File: config.mk
export PLATFORM = sky130hd
export DESIGN_NAME = color_input_capture
export DESIGN_NICKNAME = d
export VERILOG_FILES = /design/src/rtl/color_input_capture.sv
export SDC_FILE = /design/constraint.sdc
export NUM_CORES = 1
export LEC_CHECK = 0
export BUFFER_PORTS_ARGS = -buffer_cell sky130_fd_sc_hd__buf_4
export CORE_MARGIN = 4
export CORE_UTILIZATION = 37
export CTS_CLUSTER_SIZE = 30
export DETAILED_ROUTE_END_ITERATION = 8
export PLACE_DENSITY = 0.64
export SLEW_MARGIN = 20
export SYNTH_ARGS = -nofsm -noshare
export SYNTH_HDL_FRONTEND = slang
export SYNTH_SLANG_ARGS = --single-unit
export TNS_END_PERCENT = 20
File: constraint.sdc
create_clock -name clk -period 7.1 [get_ports clk]
set_clock_uncertainty 0.05 [all_clocks]
set_input_delay 0.355 -clock clk [delete_from_list [all_inputs] [get_ports clk]]
set_output_delay 0.355 -clock clk [all_outputs]
set_load 0.01 [all_outputs]
File: src/rtl/color_input_capture.sv
// Colour button front end: synchronise, debounce and edge-detect each button,
// encode presses to colour codes and queue them for a valid/ready consumer.
module color_input_capture #(
    parameter int NUM_COLORS      = 4,
    parameter int COLOR_CODEFY_W  = 2,
    parameter int DEBOUNCE_CYCLES = 3,
    parameter int FIFO_DEPTH      = 4
) (
    input  logic                          clk,
    input  logic                          rst,
    input  logic                          enable,
    input  logic                          clear,
    input  logic [NUM_COLORS-1:0]         buttons,
    output logic                          evt_valid,
    input  logic                          evt_ready,
    output logic [COLOR_CODEFY_W-1:0]     evt_color,
    output logic                          evt_multi,
    output logic [$clog2(FIFO_DEPTH):0]   fifo_count,
    output logic                          overflow
);

    localparam int AW    = $clog2(FIFO_DEPTH);
    localparam int EW    = COLOR_CODEFY_W + 1;
    localparam int CNT_W = (DEBOUNCE_CYCLES > 1) ? $clog2(DEBOUNCE_CYCLES) : 1;
    localparam logic [CNT_W-1:0] CNT_MAX    = CNT_W'(DEBOUNCE_CYCLES - 1);
    localparam logic [AW:0]      COUNT_FULL = (AW+1)'(FIFO_DEPTH);

    logic [NUM_COLORS-1:0]             sync1_q, sync1_d;
    logic [NUM_COLORS-1:0]             sync2_q, sync2_d;
    logic [NUM_COLORS-1:0]             deb_q, deb_d;
    logic [NUM_COLORS-1:0]             deb_prev_q, deb_prev_d;
    logic [NUM_COLORS-1:0][CNT_W-1:0]  cnt_q, cnt_d;
    logic [FIFO_DEPTH-1:0][EW-1:0]     mem_q, mem_d;
    logic [AW-1:0]                     wr_ptr_q, wr_ptr_d;
    logic [AW-1:0]                     rd_ptr_q, rd_ptr_d;
    logic [AW:0]                       count_q, count_d;
    logic                              overflow_q, overflow_d;

    logic [NUM_COLORS-1:0]     press;
    logic [COLOR_CODEFY_W-1:0] enc_color;
    logic                      enc_found;
    logic                      enc_multi;
    logic                      push, pop, full, do_push;

    // The counter tracks how long the synced level has disagreed with the
    // accepted level; any agreement restarts it, which swallows glitches.
    always_comb begin
        sync1_d    = buttons;
        sync2_d    = sync1_q;
        deb_d      = deb_q;
        cnt_d      = cnt_q;
        deb_prev_d = deb_q;
        for (int i = 0; i < NUM_COLORS; i++) begin
            if (sync2_q[i] != deb_q[i]) begin
                if (cnt_q[i] == CNT_MAX) begin
                    deb_d[i] = ~deb_q[i];
                    cnt_d[i] = '0;
                end else begin
                    cnt_d[i] = cnt_q[i] + CNT_W'(1);
                end
            end else begin
                cnt_d[i] = '0;
            end
        end
    end

    assign press = deb_q & ~deb_prev_q;

    // Simultaneous presses collapse into one event tagged with the lowest index.
    always_comb begin
        enc_color = '0;
        enc_found = 1'b0;
        enc_multi = 1'b0;
        for (int i = 0; i < NUM_COLORS; i++) begin
            if (press[i]) begin
                if (!enc_found) begin
                    enc_color = COLOR_CODEFY_W'(i);
                    enc_found = 1'b1;
                end else begin
                    enc_multi = 1'b1;
                end
            end
        end
    end

    assign full    = (count_q == COUNT_FULL);
    assign push    = enc_found & enable & ~clear;
    assign pop     = (count_q != '0) & evt_ready & ~clear;
    assign do_push = push & (~full | pop);

    always_comb begin
        mem_d      = mem_q;
        wr_ptr_d   = wr_ptr_q;
        rd_ptr_d   = rd_ptr_q;
        count_d    = count_q;
        overflow_d = overflow_q;
        if (clear) begin
            wr_ptr_d   = '0;
            rd_ptr_d   = '0;
            count_d    = '0;
            overflow_d = 1'b0;
        end else begin
            if (do_push) begin
                mem_d[wr_ptr_q] = {enc_multi, enc_color};
                wr_ptr_d        = wr_ptr_q + AW'(1);
            end
            if (pop) begin
                rd_ptr_d = rd_ptr_q + AW'(1);
            end
            if (do_push && !pop) begin
                count_d = count_q + (AW+1)'(1);
            end else if (!do_push && pop) begin
                count_d = count_q - (AW+1)'(1);
            end
            if (push && full && !pop) begin
                overflow_d = 1'b1;
            end
        end
    end

    always_ff @(posedge clk or posedge rst) begin
        if (rst) begin
            sync1_q    <= '0;
            sync2_q    <= '0;
            deb_q      <= '0;
            deb_prev_q <= '0;
            cnt_q      <= '0;
            mem_q      <= '0;
            wr_ptr_q   <= '0;
            rd_ptr_q   <= '0;
            count_q    <= '0;
            overflow_q <= 1'b0;
        end else begin
            sync1_q    <= sync1_d;
            sync2_q    <= sync2_d;
            deb_q      <= deb_d;
            deb_prev_q <= deb_prev_d;
            cnt_q      <= cnt_d;
            mem_q      <= mem_d;
            wr_ptr_q   <= wr_ptr_d;
            rd_ptr_q   <= rd_ptr_d;
            count_q    <= count_d;
            overflow_q <= overflow_d;
        end
    end

    // Handshake: the head is transferred on any rising edge where evt_valid and
    // evt_ready are both high; the head fields hold steady until that happens.
    assign evt_valid  = (count_q != '0);
    assign evt_multi  = mem_q[rd_ptr_q][EW-1];
    assign evt_color  = mem_q[rd_ptr_q][COLOR_CODEFY_W-1:0];
    assign fifo_count = count_q;
    assign overflow   = overflow_q;

endmodule

# Word level (Yosys, flattened, before mapping)
# Cells that the tools add are included.
# Widths: inputs -> output; s select.
[totals]
out_inout_bits = 8
reg_bits = 44
elab_cells = 108
[op_classes]
muxes = 38
bitwise_logic = 14
n_reduce_logical = 17
order_cmp = 3
n_eq_ne = 9
addsub = 8
[ops]
columns = ["cell", "count"]
rows = [
  ["$mux 2", 16],
  ["$mux 3", 5],
  ["$mux 1", 14],
  ["$add 2x1->2 const B", 6],
  ["$bwmux 12", 1],
  ["$reduce_and 2->1", 5],
  ["$eq 2x2->1 const B", 4],
  ["$bmux 3 s2", 1],
  ["$demux 3 s2", 1],
  ["$lt 2x3->1 const B", 2],
  ["$not 1->1", 6],
  ["$reduce_bool 2->1", 3],
  ["$reduce_bool 3->1", 2],
  ["$and 1x1->1", 5],
  ["$logic_and 1x1->1", 5],
  ["$and 4x4->4", 1],
  ["$ne 1x1->1", 4],
  ["$not 4->4", 1],
  ["$add 3x1->3 const B", 1],
  ["$eq 3x3->1 const B", 1],
  ["$sub 3x1->3 const B", 1],
  ["$ge 2x1->1 const B", 1],
  ["$logic_not 1->1", 2],
  ["$or 1x1->1", 1],
]

# Longest topological paths before layout
[logic_depth]
ltp_word = 14
ltp_mapped = 8

# Worst setup path after synthesis
# OpenSTA, ideal clock, no wires.
[synth_timing]
kind = "flip-flop to flip-flop"
start = "register count_q[0] (netlist: fifo_count[0])"
end = "register count_q[1] (netlist: fifo_count[1])"
path_buffers = 1
arrival_time_ns = 2.295
path_stages_with_launch = 8
synth_period_minus_slack_ns = 2.423
slack_ns = 4.677
setup_time_ns = 0.078
path_cell_list = "dfrtp_1 or3_4 and2_4 buf_6 nor4_4 fa_1 a221o_1 a21oi_1"
[synth_between]
elab_chain_cells = 8
elab_cells_between_ends = 17
[synth_lines]
columns = ["item", "line", "source"]
rows = [
  ["start: declaration", "36", "logic [AW:0] count_q, count_d;"],
  ["start signal: assignment", "142", "count_q <= count_d;"],
  ["$reduce_bool 3->1 (*)", "-", ""],
  ["named net evt_valid", "14", "output logic evt_valid,"],
  ["$and 1x1->1 (*) (2 in a row)", "88", "assign pop = (count_q != '0) & evt_ready & ~clear;"],
  ["$or 1x1->1", "89", "assign do_push = push & (~full | pop);"],
  ["$and 1x1->1", "89", ""],
  ["$logic_and 1x1->1 or $logic_not 1->1 (tied branches)", "110, 112", ""],
  ["$mux 3 or $logic_and 1x1->1 (tied branches)", "110, 112", ""],
  ["$mux 3 or $reduce_bool 3->1 (tied branches)", "-", ""],
]
# The timed path passes the listed nets; every way through them passes the cells marked *. The select of a mux whose other input is x is not followed.
# A chain may end at the register's enable or synchronous reset.

# Final worst setup path
[layout_timing]
start = "register deb_q[3] (netlist: deb_prev_d[3])"
end = "register count_q[2] (netlist: fifo_count[2])"
[layout_between]
elab_chain_cells = 8
elab_cells_between_ends = 11
[layout_lines]
columns = ["item", "line", "source"]
rows = [
  ["start: declaration", "30", "logic [NUM_COLORS-1:0] deb_q, deb_d;"],
  ["start signal: assignment", "125", "deb_q <= '0;"],
  ["start signal: assignment", "136", "deb_q <= deb_d;"],
  ["$and 4x4->4 (*)", "67", "assign press = deb_q & ~deb_prev_q;"],
  ["$mux 1 (*)", "75", "if (press[i]) begin"],
  ["$and 1x1->1 (*) (2 in a row)", "87", "assign push = enc_found & enable & ~clear;"],
  ["$and 1x1->1 (*)", "89", ""],
  ["$logic_and 1x1->1 or $logic_not 1->1 (tied branches)", "110, 112", ""],
  ["$mux 3 or $logic_and 1x1->1 (tied branches)", "110, 112", ""],
  ["$mux 3 or $reduce_bool 3->1 (tied branches)", "-", ""],
]
# Mark *: on every way between the ends. The rest lies on a longest branch, timed or not.

==> key figures <==
Run status
  – Status: complete, no violations

Timing
  – Post-layout min period: 2.53 ns
  – Post-route setup TNS: 0 ns
  – Final setup viols: 0
  – Pins Over Slew Limit: 0
  – Worst slew pin tran: 0.824 ns
  – FMAX: 395 MHz
  – Hold slack: 0.107 ns
  – Tcrit/Tclk final: 0.356
  – RSZ-0062 raised after global routing: no
  – Hold Vio Cnt, Final: 0
  – Relative slew slack: 0.443
  – Final setup margin: 4.57 ns

Placement
  – Final GP Congestion: 0.703
  – Pre-CTS setup slack: 4.57 ns
  – HPWL Detailed: 2380 um
  – Buffers on Ports: 16
  – Placed cells: 232
  – Post-placement cell area: 2160 um2

Finish
  – Post-route core utilization: 0.445
  – Fin cells: 240
  – Fin area: 2270 um2
  – # fillers: 476
  – Final layout net count: 183
  – Share of cells above drive strength 1: 0.329
  – Synth-to-layout area growth: 15.9%
  – Ant diodes: 0

Route
  – Wire per inst: 13.4 um
  – Vias/cell: 4.71
  – Pre-Repair DR Iteration Count: 4
  – Drc violations: 0
  – Total number of vias: 1130
  – WL final: 3220 um
  – DR iter-0 viols: 29
  – Routed Antenna Nets: 0

Clock network
  – Total setup buffers inserted after CTS: 0
  – Clock Tree Buf Depth: 2
  – CTS Hold Bufs: 0
  – H-tree depth: 2
  – CTS tree: built
  – Clock root cell: clkbuf_8
  – Clock sinks: 44
  – Clock transition at path regs: 0.09 ns
  – Post-CTS Resized: 0
  – Worst-Skew Late Latency: 0.30 ns
  – CTS Buf Count: 5

Synth
  – Avg Cell Area, Syn: 13.2 um2
  – Post-synthesis net count: 162
  – Seq cells post-synth: 44
  – Post-synth top area share: 0.562
  – Seq/Total Area, Yosys: 0.562
  – Synth Warn #: 0
  – Synth unique cells: 34
  – Largest area contributor in the netlist: dfrtp_1
  – Post-synthesis instance area: 1960 um2
  – Synth area leaders: dfrtp_1, mux2_2, mux4_2
  – Syn Inst Count: 148

Flow run
  – Max cap viols: 0

Floorplan
  – Die Span Y: 80.8 um
  – I/O pins: 17
  – Die area: 6520 um2
  – Initial core utilization: 0.384
  – CORE AREA: 5110 um2
  – Std-Cell Rows: 26
  – DIE WIDTH: 80.8 um

Worst setup path
  – CP Capture Type: register
  – CP Launch Point: deb_prev_d[3]
  – FF-to-FF Start: deb_prev_d[3]
  – CP startpoint kind: register
  – R2r worst-path depth: 7
  – R2R Path End: fifo_count[2]
  – Critical path type: reg -> reg
  – Highest fanout seen on the critical path: 10
  – R2r setup slk: 4.57 ns
  – CP Data Required Time: 7.24 ns
  – CP Capture Point: fifo_count[2]
  – Arrival time worst endpoint: 2.67 ns

Power
  – P_int: 0.636 mW
  – Seq pwr share: 0.417
  – Logic pwr share: 0.380
  – Clock group share of total power: 0.202
  – Peak supply drop: 120 uV
  – Pleak: 1.02 nW
  – Psw: 0.327 mW
  – Pwr Total: 0.963 mW
  – Pwr dens: 424 nW/um2
  – Sw frac: 0.339

Global route
  – GRT Util Overall: 0.118
  – First-pass GRT wire length: 5800 um
  – Initial antenna violation count: 0
  – Largest net degree at the start of global routing: 45
  – Vias in the first global route: 1271
  – Global route overflow: 0

Hold path
  – Worst hold path class: in -> reg
## worst max-delay path, stage by stage, from the launching register on
cell and delay [ns]:
dfrtp_1 0.42, nor2b_2 0.20, o41ai_4 0.64, nor4_4 0.12, fa_1 0.41, and3_1 0.16, a21oi_2 0.12, mux2_4 0.31
## routing by layer
layer | GRT usage | vias to the layer above | routed length (um)
li1 | - | 544 | -
met1 | 0.134 | 559 | 1290
met2 | 0.204 | 22 | 1750
met3 | 0.0344 | 5 | 114
met4 | 0.0591 | 0 | 70
met5 | 0 | - | 0
## layout make-up
cell class,count,area [um2],share of cell area
Tap cell,70,87.6,0.0386
Timing Repair Buffer,17,128,0.0562
Clock inverter,3,46.3,0.0204
Clock buffer,5,68.8,0.0303
Multi-Input combinational cell,93,810,0.356
Inverter,8,30.0,0.0132
Sequential cell,44,1100,0.485
## cells in the mapped netlist
cell type	count
dfrtp_1	44
mux2_2	18
nor2_1	10
inv_1	8
nand2_1	8
a21oi_1	6
nor3_1	6
xnor2_1	6
nor2b_1	5
ha_1	4
nand2b_1	4
nor3b_1	4
mux4_2	3
clkbuf_1	2
a21oi_2	1
a221o_1	1
and2_4	1
and2b_4	1
and3_1	1
buf_6	1
fa_1	1
maj3_1	1
mux2_4	1
nor2b_2	1
nor2b_4	1
nor3_2	1
nor4_4	1
nor4b_1	1
o2111a_1	1
o211ai_1	1
o21ai_0	1
o41ai_4	1
or3_4	1
xor2_1	1
## sequential cells by signal (all words and copies together), names as in the netlist
| register | cells |
|---|---|
| sync1_q | 4 |
| sync2_q | 4 |
| deb_prev_d | 4 |
| overflow | 1 |
| fifo_count | 3 |
| deb_prev_q | 4 |
| cnt_q | 8 |
| rd_ptr_q | 2 |
| wr_ptr_q | 2 |
| mem_q | 12 |
## layout by cell type (no fill, tap or decap), types with 3 or more instances in the layout
| cell type | Yosys | routed |
|---|---|---|
| dfrtp_1 | 44 | 44 |
| inv_1 | 8 | 8 |
| mux4_2 | 3 | 3 |
| nor3b_1 | 4 | 4 |
| a21oi_1 | 6 | 6 |
| mux2_2 | 18 | 18 |
| nor2_1 | 10 | 10 |
| nor3_1 | 6 | 6 |
| xnor2_1 | 6 | 6 |
| ha_1 | 4 | 4 |
| nor2b_1 | 5 | 5 |
| buf_4 | 0 | 17 |
| nand2b_1 | 4 | 4 |
| clkbuf_8 | 0 | 5 |
| nand2_1 | 8 | 8 |
## power groups by stage
stage	Combinational, mW	Sequential (mW)	Clock (mW)
floorplan	0.292	0.389	0
global placement	0.354	0.401	0
detailed placement	0.372	0.408	0
CTS	0.374	0.403	0.201
global route	0.408	0.418	0.214
finish	0.366	0.402	0.195
## kinds of logic after synthesis
kind of cell	Yosys count	share of synthesized area
simple gates	46	0.144
flops	44	0.562
mux	22	0.146
compound gates	12	0.0511
buf+inv	11	0.0249
xor+xnor	7	0.0313
fa+ha+maj	6	0.0409
## worst min-delay path by stage
stage                     startpoint  slack, ns    endpoint  cells past startpoint
after detailed placement  sync1_q[1]       0.29  sync2_q[1]                      0
after global placement    sync1_q[1]       0.28  sync2_q[1]                      0
after global routing      buttons[1]       0.09  sync1_q[1]                      1
after CTS                 buttons[1]        0.1  sync1_q[1]                      1
after floorplan           sync1_q[0]       0.28  sync2_q[0]                      0
final                     buttons[1]       0.11  sync1_q[1]                      1
Note: power is estimated with default switching activity, not from simulation.
